### src/rtl/dfp128_cvt_support_if.sv
// Bus bundle for the binary128 to decimal128 conversion support block:
// decomposer, leading-zero counter and decimal128 packer signals.
interface dfp128_cvt_support_if;
  // Decomposer
  logic         ce;
  logic [127:0] fp_i;
  logic         sgn;
  logic [14:0]  exp;
  logic [111:0] man;
  logic [112:0] fract;
  logic         xz;
  logic         vz;
  logic         xinf;
  logic         inf;
  logic         nan;
  logic         qnan;
  logic         snan;
  // Leading-zero counter
  logic [191:0] lz_i;
  logic [7:0]   lz_o;
  // Packer
  logic         p_nan;
  logic         p_qnan;
  logic         p_snan;
  logic         p_inf;
  logic         p_sign;
  logic [13:0]  p_exp;
  logic [135:0] p_sig;
  logic [127:0] p_o;

  modport master (
    output ce, fp_i, lz_i,
    output p_nan, p_qnan, p_snan, p_inf, p_sign, p_exp, p_sig,
    input  sgn, exp, man, fract, xz, vz, xinf, inf, nan, qnan, snan,
    input  lz_o, p_o
  );

  modport slave (
    input  ce, fp_i, lz_i,
    input  p_nan, p_qnan, p_snan, p_inf, p_sign, p_exp, p_sig,
    output sgn, exp, man, fract, xz, vz, xinf, inf, nan, qnan, snan,
    output lz_o, p_o
  );
endinterface

### src/rtl/dfp128_cvt_support.sv
// Support block for binary128 -> decimal128 conversion: registered binary128
// decomposer, registered 192-bit leading-zero counter, combinational DPD packer.
module dfp128_cvt_support (
  input  logic                       clk,
  input  logic                       rst,
  dfp128_cvt_support_if.slave        bus
);

  // Densely packed decimal encoding of three BCD digits abcd efgh ijkm.
  function automatic logic [9:0] dpd_encode(input logic [11:0] dig);
    logic a, b, c, d, e, f, g, h, i, j, k, m;
    logic [9:0] r;
    {a, b, c, d} = dig[11:8];
    {e, f, g, h} = dig[7:4];
    {i, j, k, m} = dig[3:0];
    unique case ({a, e, i})
      3'b000:  r = {b, c, d, f, g, h, 1'b0, j, k, m};
      3'b001:  r = {b, c, d, f, g, h, 1'b1, 2'b00, m};
      3'b010:  r = {b, c, d, j, k, h, 1'b1, 2'b01, m};
      3'b011:  r = {b, c, d, 2'b10, h, 1'b1, 2'b11, m};
      3'b100:  r = {j, k, d, f, g, h, 1'b1, 2'b10, m};
      3'b101:  r = {f, g, d, 2'b01, h, 1'b1, 2'b11, m};
      3'b110:  r = {j, k, d, 2'b00, h, 1'b1, 2'b11, m};
      default: r = {2'b00, d, 2'b11, h, 1'b1, 2'b11, m};
    endcase
    return r;
  endfunction

  // ---------------- Decomposer ----------------
  logic [14:0]  d_exp;
  logic [111:0] d_man;
  logic         d_xz, d_xinf, d_man_zero;

  assign d_exp      = bus.fp_i[126:112];
  assign d_man      = bus.fp_i[111:0];
  assign d_xz       = (d_exp == 15'h0000);
  assign d_xinf     = (d_exp == 15'h7FFF);
  assign d_man_zero = (d_man == 112'd0);

  // NOTE: sequential state uses non-blocking assignments so every register
  // samples pre-edge values regardless of statement order.
  always_ff @(posedge clk) begin
    if (rst) begin
      bus.sgn   <= 1'b0;
      bus.exp   <= '0;
      bus.man   <= '0;
      bus.fract <= '0;
      bus.xz    <= 1'b0;
      bus.vz    <= 1'b0;
      bus.xinf  <= 1'b0;
      bus.inf   <= 1'b0;
      bus.nan   <= 1'b0;
      bus.qnan  <= 1'b0;
      bus.snan  <= 1'b0;
    end else if (bus.ce) begin
      bus.sgn   <= bus.fp_i[127];
      bus.exp   <= d_exp;
      bus.man   <= d_man;
      bus.fract <= {~d_xz, d_man};
      bus.xz    <= d_xz;
      bus.vz    <= d_xz & d_man_zero;
      bus.xinf  <= d_xinf;
      bus.inf   <= d_xinf & d_man_zero;
      bus.nan   <= d_xinf & ~d_man_zero;
      bus.qnan  <= d_xinf & ~d_man_zero & d_man[111];
      bus.snan  <= d_xinf & ~d_man_zero & ~d_man[111];
    end
  end

  // ---------------- Leading-zero counter ----------------
  logic [7:0] lz_next;

  // NOTE: combinational blocks assign a default first so no path leaves a
  // variable unassigned, which would otherwise infer a latch.
  always_comb begin
    lz_next = 8'd192;
    // Ascending scan: the highest set bit is the last one to write.
    for (int i = 0; i < 192; i++) begin
      if (bus.lz_i[i]) lz_next = 8'(191 - i);
    end
  end

  always_ff @(posedge clk) begin
    if (rst)         bus.lz_o <= 8'd0;
    else if (bus.ce) bus.lz_o <= lz_next;
  end

  // ---------------- Decimal128 packer ----------------
  logic [3:0]   msd;
  logic [109:0] declets;
  logic [4:0]   comb_g;
  logic [11:0]  exp_cont;

  assign msd = bus.p_sig[135:132];

  always_comb begin
    declets = '0;
    for (int k = 0; k < 11; k++) begin
      declets[10*k +: 10] = dpd_encode(bus.p_sig[12*k +: 12]);
    end
  end

  // NaN outranks infinity; a NaN keeps digits 32..0 as its payload.
  always_comb begin
    comb_g   = 5'b00000;
    exp_cont = 12'h000;
    bus.p_o  = '0;
    if (bus.p_nan) begin
      comb_g   = 5'b11111;
      exp_cont = {bus.p_snan, 11'd0};
      bus.p_o  = {bus.p_sign, comb_g, exp_cont, declets};
    end else if (bus.p_inf) begin
      comb_g  = 5'b11110;
      bus.p_o = {bus.p_sign, comb_g, 122'd0};
    end else begin
      if (msd[3]) comb_g = {2'b11, bus.p_exp[13:12], msd[0]};
      else        comb_g = {bus.p_exp[13:12], msd[2:0]};
      exp_cont = bus.p_exp[11:0];
      bus.p_o  = {bus.p_sign, comb_g, exp_cont, declets};
    end
  end

endmodule

### src/flat_wrapper.sv
// flat-port wrapper written by rule: the top's interface ports become plain ports
module dfp128_cvt_support_flat 
  (clk, rst, bus_ce, bus_fp_i, bus_lz_i, bus_p_nan, bus_p_qnan, bus_p_snan, bus_p_inf, bus_p_sign, bus_p_exp, bus_p_sig, bus_sgn, bus_exp, bus_man, bus_fract, bus_xz, bus_vz, bus_xinf, bus_inf, bus_nan, bus_qnan, bus_snan, bus_lz_o, bus_p_o);
  dfp128_cvt_support_if bus_i ();
  input  logic clk;
  input  logic rst;
  input wire logic [$bits(bus_i.ce)-1:0] bus_ce;
  input wire logic [$bits(bus_i.fp_i)-1:0] bus_fp_i;
  input wire logic [$bits(bus_i.lz_i)-1:0] bus_lz_i;
  input wire logic [$bits(bus_i.p_nan)-1:0] bus_p_nan;
  input wire logic [$bits(bus_i.p_qnan)-1:0] bus_p_qnan;
  input wire logic [$bits(bus_i.p_snan)-1:0] bus_p_snan;
  input wire logic [$bits(bus_i.p_inf)-1:0] bus_p_inf;
  input wire logic [$bits(bus_i.p_sign)-1:0] bus_p_sign;
  input wire logic [$bits(bus_i.p_exp)-1:0] bus_p_exp;
  input wire logic [$bits(bus_i.p_sig)-1:0] bus_p_sig;
  output wire logic [$bits(bus_i.sgn)-1:0] bus_sgn;
  output wire logic [$bits(bus_i.exp)-1:0] bus_exp;
  output wire logic [$bits(bus_i.man)-1:0] bus_man;
  output wire logic [$bits(bus_i.fract)-1:0] bus_fract;
  output wire logic [$bits(bus_i.xz)-1:0] bus_xz;
  output wire logic [$bits(bus_i.vz)-1:0] bus_vz;
  output wire logic [$bits(bus_i.xinf)-1:0] bus_xinf;
  output wire logic [$bits(bus_i.inf)-1:0] bus_inf;
  output wire logic [$bits(bus_i.nan)-1:0] bus_nan;
  output wire logic [$bits(bus_i.qnan)-1:0] bus_qnan;
  output wire logic [$bits(bus_i.snan)-1:0] bus_snan;
  output wire logic [$bits(bus_i.lz_o)-1:0] bus_lz_o;
  output wire logic [$bits(bus_i.p_o)-1:0] bus_p_o;
  assign bus_i.ce = bus_ce;
  assign bus_i.fp_i = bus_fp_i;
  assign bus_i.lz_i = bus_lz_i;
  assign bus_i.p_nan = bus_p_nan;
  assign bus_i.p_qnan = bus_p_qnan;
  assign bus_i.p_snan = bus_p_snan;
  assign bus_i.p_inf = bus_p_inf;
  assign bus_i.p_sign = bus_p_sign;
  assign bus_i.p_exp = bus_p_exp;
  assign bus_i.p_sig = bus_p_sig;
  assign bus_sgn = bus_i.sgn;
  assign bus_exp = bus_i.exp;
  assign bus_man = bus_i.man;
  assign bus_fract = bus_i.fract;
  assign bus_xz = bus_i.xz;
  assign bus_vz = bus_i.vz;
  assign bus_xinf = bus_i.xinf;
  assign bus_inf = bus_i.inf;
  assign bus_nan = bus_i.nan;
  assign bus_qnan = bus_i.qnan;
  assign bus_snan = bus_i.snan;
  assign bus_lz_o = bus_i.lz_o;
  assign bus_p_o = bus_i.p_o;
  dfp128_cvt_support u_core (.clk(clk), .rst(rst), .bus(bus_i));
endmodule
### config.mk
export PLATFORM = sky130hd
export DESIGN_NAME = dfp128_cvt_support_flat
export DESIGN_NICKNAME = d
export VERILOG_FILES = /design/src/rtl/dfp128_cvt_support_if.sv /design/src/rtl/dfp128_cvt_support.sv /design/src/flat_wrapper.sv
export SDC_FILE = /design/constraint.sdc
export NUM_CORES = 1
export LEC_CHECK = 0
export CORE_AREA = 2 2 331 333
export DETAILED_ROUTE_END_ITERATION = 16
export DIE_AREA = 0 0 333 335
export PLACE_DENSITY = 0.3
export SYNTH_ARGS = -nofsm -noshare
export SYNTH_HDL_FRONTEND = slang
export SYNTH_SLANG_ARGS = --single-unit
### constraint.sdc
create_clock -name clk -period 1.55 [get_ports clk]
set_input_delay 0.155 -clock clk [delete_from_list [all_inputs] [get_ports clk]]
set_output_delay 0.155 -clock clk [all_outputs]
set_load 0.05 [all_outputs]
== Word level (Yosys, flattened, before mapping) ==
Cells that the tools add are included.
Operators by class
  eq/ne operators: 67
  multiplexer cells: 206
  bitwise operators: 8
  reductions and logical operators: 13
Operators by type and width (number)
  $mux 8: 128
  $pmux 10 s7: 11
  $mux 7: 64
  $mux 127: 2
  $logic_not 112->1: 1
  $eq 3x3->1 const B: 33
  $eq 3x2->1 const B: 22
  $eq 3x1->1 const B: 11
  $logic_not 3->1: 11
  $eq 15x15->1 const B: 1
  $logic_not 15->1: 1
  $and 1x1->1: 5
  $mux 5: 1
  $not 1->1: 3
Storage, ports and cells
  flip-flop bits (word level): 256
  bits of input ports: 478
  output and inout bits: 384

== Depth between registers and ports, before layout ==
  depth in word-level cells: 192
  gate-level depth with buffers: 8
  depth with buffers taken out: 7

== Worst setup path before layout ==
Ideal clock, no wire load.
  path type: input to output
  start: input port bus_p_sig[123]
  end: output port bus_p_o[109]
  arrival: 1.824 ns
  required time: 1.395 ns
  slack: -0.429 ns
  stages: 3
  path buffers: 1
  cells stage by stage: clkbuf_1 -> nand2b_1 -> a311oi_1
On the way
  cells in the longest elaborated chain, start to end: 4
  elaborated cells between the ends (all ways): 10
  those cells by class: eq/ne (6); mux (3); reduce/logical (1)
RTL lines
  start: declaration: line flat_wrapper.sv:16  | input wire logic [$bits(bus_i.p_sig)-1:0] bus_p_sig;
  $eq 3x3->1, or another cell as far along: line dfp128_cvt_support.sv:16  | unique case ({a, e, i})
  $pmux 10 s7 (*): line dfp128_cvt_support.sv:16
  $mux 127: line dfp128_cvt_support.sv:112  | end else if (bus.p_inf) begin
  $mux 127 (*): line dfp128_cvt_support.sv:108  | if (bus.p_nan) begin
  end: declaration: line flat_wrapper.sv:29  | output wire logic [$bits(bus_i.p_o)-1:0] bus_p_o;
Every way passes the cells marked *; elsewhere a longest branch is shown, timed or not.

== Worst setup path in the final report ==
  start: input port bus_fp_i[18]
  end: register u_core.bus.qnan
On the way
  cells in the longest elaborated chain, start to end: 4
RTL lines
  start: declaration: line flat_wrapper.sv:8  | input wire logic [$bits(bus_i.fp_i)-1:0] bus_fp_i;
  $logic_not 112->1: line dfp128_cvt_support.sv:38  | assign d_man_zero = (d_man == 112'd0);
  $not 1->1: line dfp128_cvt_support.sv:65  | bus.qnan <= d_xinf & ~d_man_zero & d_man[111];
  $and 1x1->1 (2 in series): line dfp128_cvt_support.sv:65
  end signal: assignment: line dfp128_cvt_support.sv:65
  end: declaration: line dfp128_cvt_support_if.sv:41  | output sgn, exp, man, fract, xz, vz, xinf, inf, nan, qnan, snan,
No other way between the ends.
A chain may end at the register's enable or synchronous reset.

==> impl_metrics.toml <==
[sta]
hold_viol_final = 0
fin_skew_ns = 0
relSlewSlack_pct = 48.6
post-route-period-util_pct = 102
tns_ns = -0.0388
finalCriticalPeriod_ns = 1.58
tightestPinTransition_ns = 0.771
finalWorstSetupSlack_ns = -0.0266
rsz0062_at_grt = "true"
setup_viol = 3
drv_slew = 0
clock.fmax_ghz = 0.634

[pwr]
clkPwrFrac_pct = 27.4
p_leak_nw = 11.9
power_mw = 16.6
pwr-share-seq_pct = 25.0
p_sw_mw = 6.76
power_density_nw_per_um2 = 627
power.internal_mw = 9.80
pwr-share-comb_pct = 47.6
ir_drop_v = 0.000619
p_sw_share_pct = 40.8

[global_routing]
antenna_found_initial = 34
overflow = 0
grt_max_degree = 131
grt_pass1_vias = 16310
grt_use_total_pct = 14.1
grt_pass1_wl_um = 114000

[drt]
totalWireLength_um = 82400
drt_iter0_drc = 482
vias = 15636
drc = 0
wl_per_cell_um = 20.1
ant_nets = 0
via_per_inst = 3.81
dr.pass1.iters = 5

[clock_network]
clk-insertion-delay-late_ns = 0.48
clk_path_buf_depth = 2
cts.clk_slew.worst_paths_ns = 0.07
clockRootBuffer = "clkbuf_16"
htree_levels = 4
cts.sinks = 144
cts_tree = "done"
cts-buffers-inserted = 17

[die]
row_count = 121
die_area_sq_um = 112000
start_util_pct = 10.0
die_w_um = 333
coreArea_sq_um = 108000
die_h_um = 335
io_pins = 862

[logic_synthesis]
ys_top_cells_by_area = "dfxtp_1 27%, mux2i_1 13%, nor2_1 9.8%"
synth-main-ff-cell = "dfxtp_1"
syn_nets = 1946
netlist_instances = 1468
synthArstFlopShare_pct = 0
post-synth-top-area-fraction_pct = 26.7
synth_top_area_cell = "dfxtp_1"
syn_avg_cell_area_sq_um = 7.36
synth_edf_count = 0
yosysUniqueCellTypes = 69
ys_ff_latch = 144
yosysWarnings = 0
ys_seq_area_share_pct = 26.7
synth_area_sq_um = 10800
yosysMostFrequentCell = "nor2_1"
netlist_top_cells_count = "281 x nor2_1, 144 x dfxtp_1, 142 x mux2i_1"

[status]
status = "finished, violations left"
violations = "negative setup slack"

[setup_path]
crit_family = "buffers and inverters"
worstSetupPathType = "primary input to flop"
start_kind = "primary input"
arrival_ns = 1.91
crit_fanout = 3
crit_buf_inv = 3
slowest_stage = "clkdlybuf4s50_1"
endpoint_kind = "flop"
cpMostUsedCell = "buf_4"
crit_chain = "clkdlybuf4s50_1 -> nor4_1 -> buf_4 -> nand4_1 -> nor3_2 -> buf_4 -> a21oi_4 -> a22oi_2 -> nor2_1"
slowest_delay_ns = 0.43
required_ns = 1.89

[placed_design]
dp_worst_setup_slack_ns = -1.71
place_inst = 4013
globalplace.congestion = 0.855
numPortBuffers = 858
dp_hpwl_um = 71100

[final_layout]
fin_cells = 4108
utilization_pct = 24.4
drive_gt1_share_pct = 43.7
fillCellCount = 11941
area_delta_synth_final_pct = 144
fin_nets = 3142

[hold_path]
hp-class = "primary input to flop"

[run]
cap_violations = 0
power groups by stage:
stage | Combinational, mW | Clock, mW | Sequential [mW]
2_1_floorplan | 2.97 | 0 | 4.81
3_3_place_gp | 7.70 | 0 | 4.22
3_5_place_dp | 7.69 | 0 | 4.23
4_1_cts | 7.85 | 4.83 | 4.14
5_1_grt | 8.28 | 4.94 | 4.16
6_report | 7.89 | 4.54 | 4.14
layer usage:
metal	vias up	wire length [um]	GRT usage (%)
li1	7614	-	-
met2	520	44000	26.3
met1	7391	31900	15.3
met4	20	1650	4.05
met3	91	4740	3.97
met5	-	131	0
layout by cell type, fill, tap and decap left out, drive strengths merged, types with 6 or more instances in the layout:
cell	count
a211oi	18
a21oi	102
a221oi	10
a22oi	16
a311oi	9
a31oi	16
and2	45
buf	889
clkbuf	33
clkdlybuf4s15	15
clkdlybuf4s50	235
dfxtp	144
diode	17
dlygate4sd2	129
dlygate4sd3	9
dlymetal6s2s	73
inv	50
mux2i	142
nand2	83
nand2b	22
nand3	17
nand3b	10
nand4	21
nor2	281
nor2b	12
nor3	48
nor3b	10
nor4	93
o21a	6
o21ai	37
o31ai	13
o41ai	7
or2	13
or4	8
repair_timing:
| action | 4_1_cts | 5_1_grt |
|---|---|---|
| hold endpoints to repair | 7 | 4 |
| gates resized for setup | 371 | 200 |
| endpoints found under the setup margin | 129 | 47 |
| hold buffers | 5 | 4 |
| gates cloned | 2 | 0 |
| setup buffers | 32 | 9 |
| pin swaps | 94 | 80 |
sequential cells by signal (all words and copies together), names as in the netlist:
name,cells
u_core.bus.qnan,1
u_core.bus.inf,1
u_core.bus.snan,1
u_core.bus.exp,15
u_core.bus.lz_o,8
u_core.bus.xinf,1
u_core.bus.sgn,1
u_core.bus.xz,1
u_core.bus.vz,1
u_core.bus.fract,113
u_core.bus.nan,1
area by class of cell:
type	count	area [sq um]	area share, %
repair buffers	1366	12700	48.3
multi-input cells	1093	8200	31.1
clock buffers	18	439	1.66
diodes	17	42.5	0.161
flip-flops and latches	144	2880	10.9
well taps	1414	1770	6.70
clock inverters	14	168	0.635
inverters	42	158	0.597
through the flow:
stage,hold WS [ns],area [sq um]
after global routing,0.00148,26400
after detailed placement,0.310,24000
after CTS,0.0220,25700
after floorplan,0.302,11100
after global placement,0.310,24000
final,0.00554,26400
worst min-delay path, delay by kind of cell:
family	cells	cell delay, ns
buffers and inverters	1	0.12
AND/OR/NAND/NOR	1	0.07
multiplexers	1	0.09
worst paths after layout:
path / start / to / slack (ns) / depth (start not counted)
worst min register to register: u_core.bus.lz_o[4]$_SDFFE_PP0P_ / u_core.bus.lz_o[4]$_SDFFE_PP0P_ / 0.46 / 2
worst min-delay path: bus_fp_i[100] / u_core.bus.fract[100]$_SDFFE_PP0P_ / 0.006 / 3
worst max-delay path: bus_fp_i[18] / u_core.bus.qnan$_SDFFE_PP0P_ / -0.03 / 9
worst max register to register: u_core.bus.lz_o[0]$_SDFFE_PP0P_ / u_core.bus.lz_o[0]$_SDFFE_PP0P_ / 0.27 / 4
cell families (layout without fill, tap and decap cells):
group | Yosys count | count (layout) | synth area share (%)
AO/OA/AOI/OAI | 274 | 274 | 16.3
buffers and inverters | 231 | 1440 | 12.1
flip-flops | 144 | 144 | 26.7
multiplexers | 142 | 142 | 13.2
other | 0 | 17 | 0
AND/OR/NAND/NOR | 677 | 677 | 31.7
Note: power is estimated with default switching activity, not from simulation.
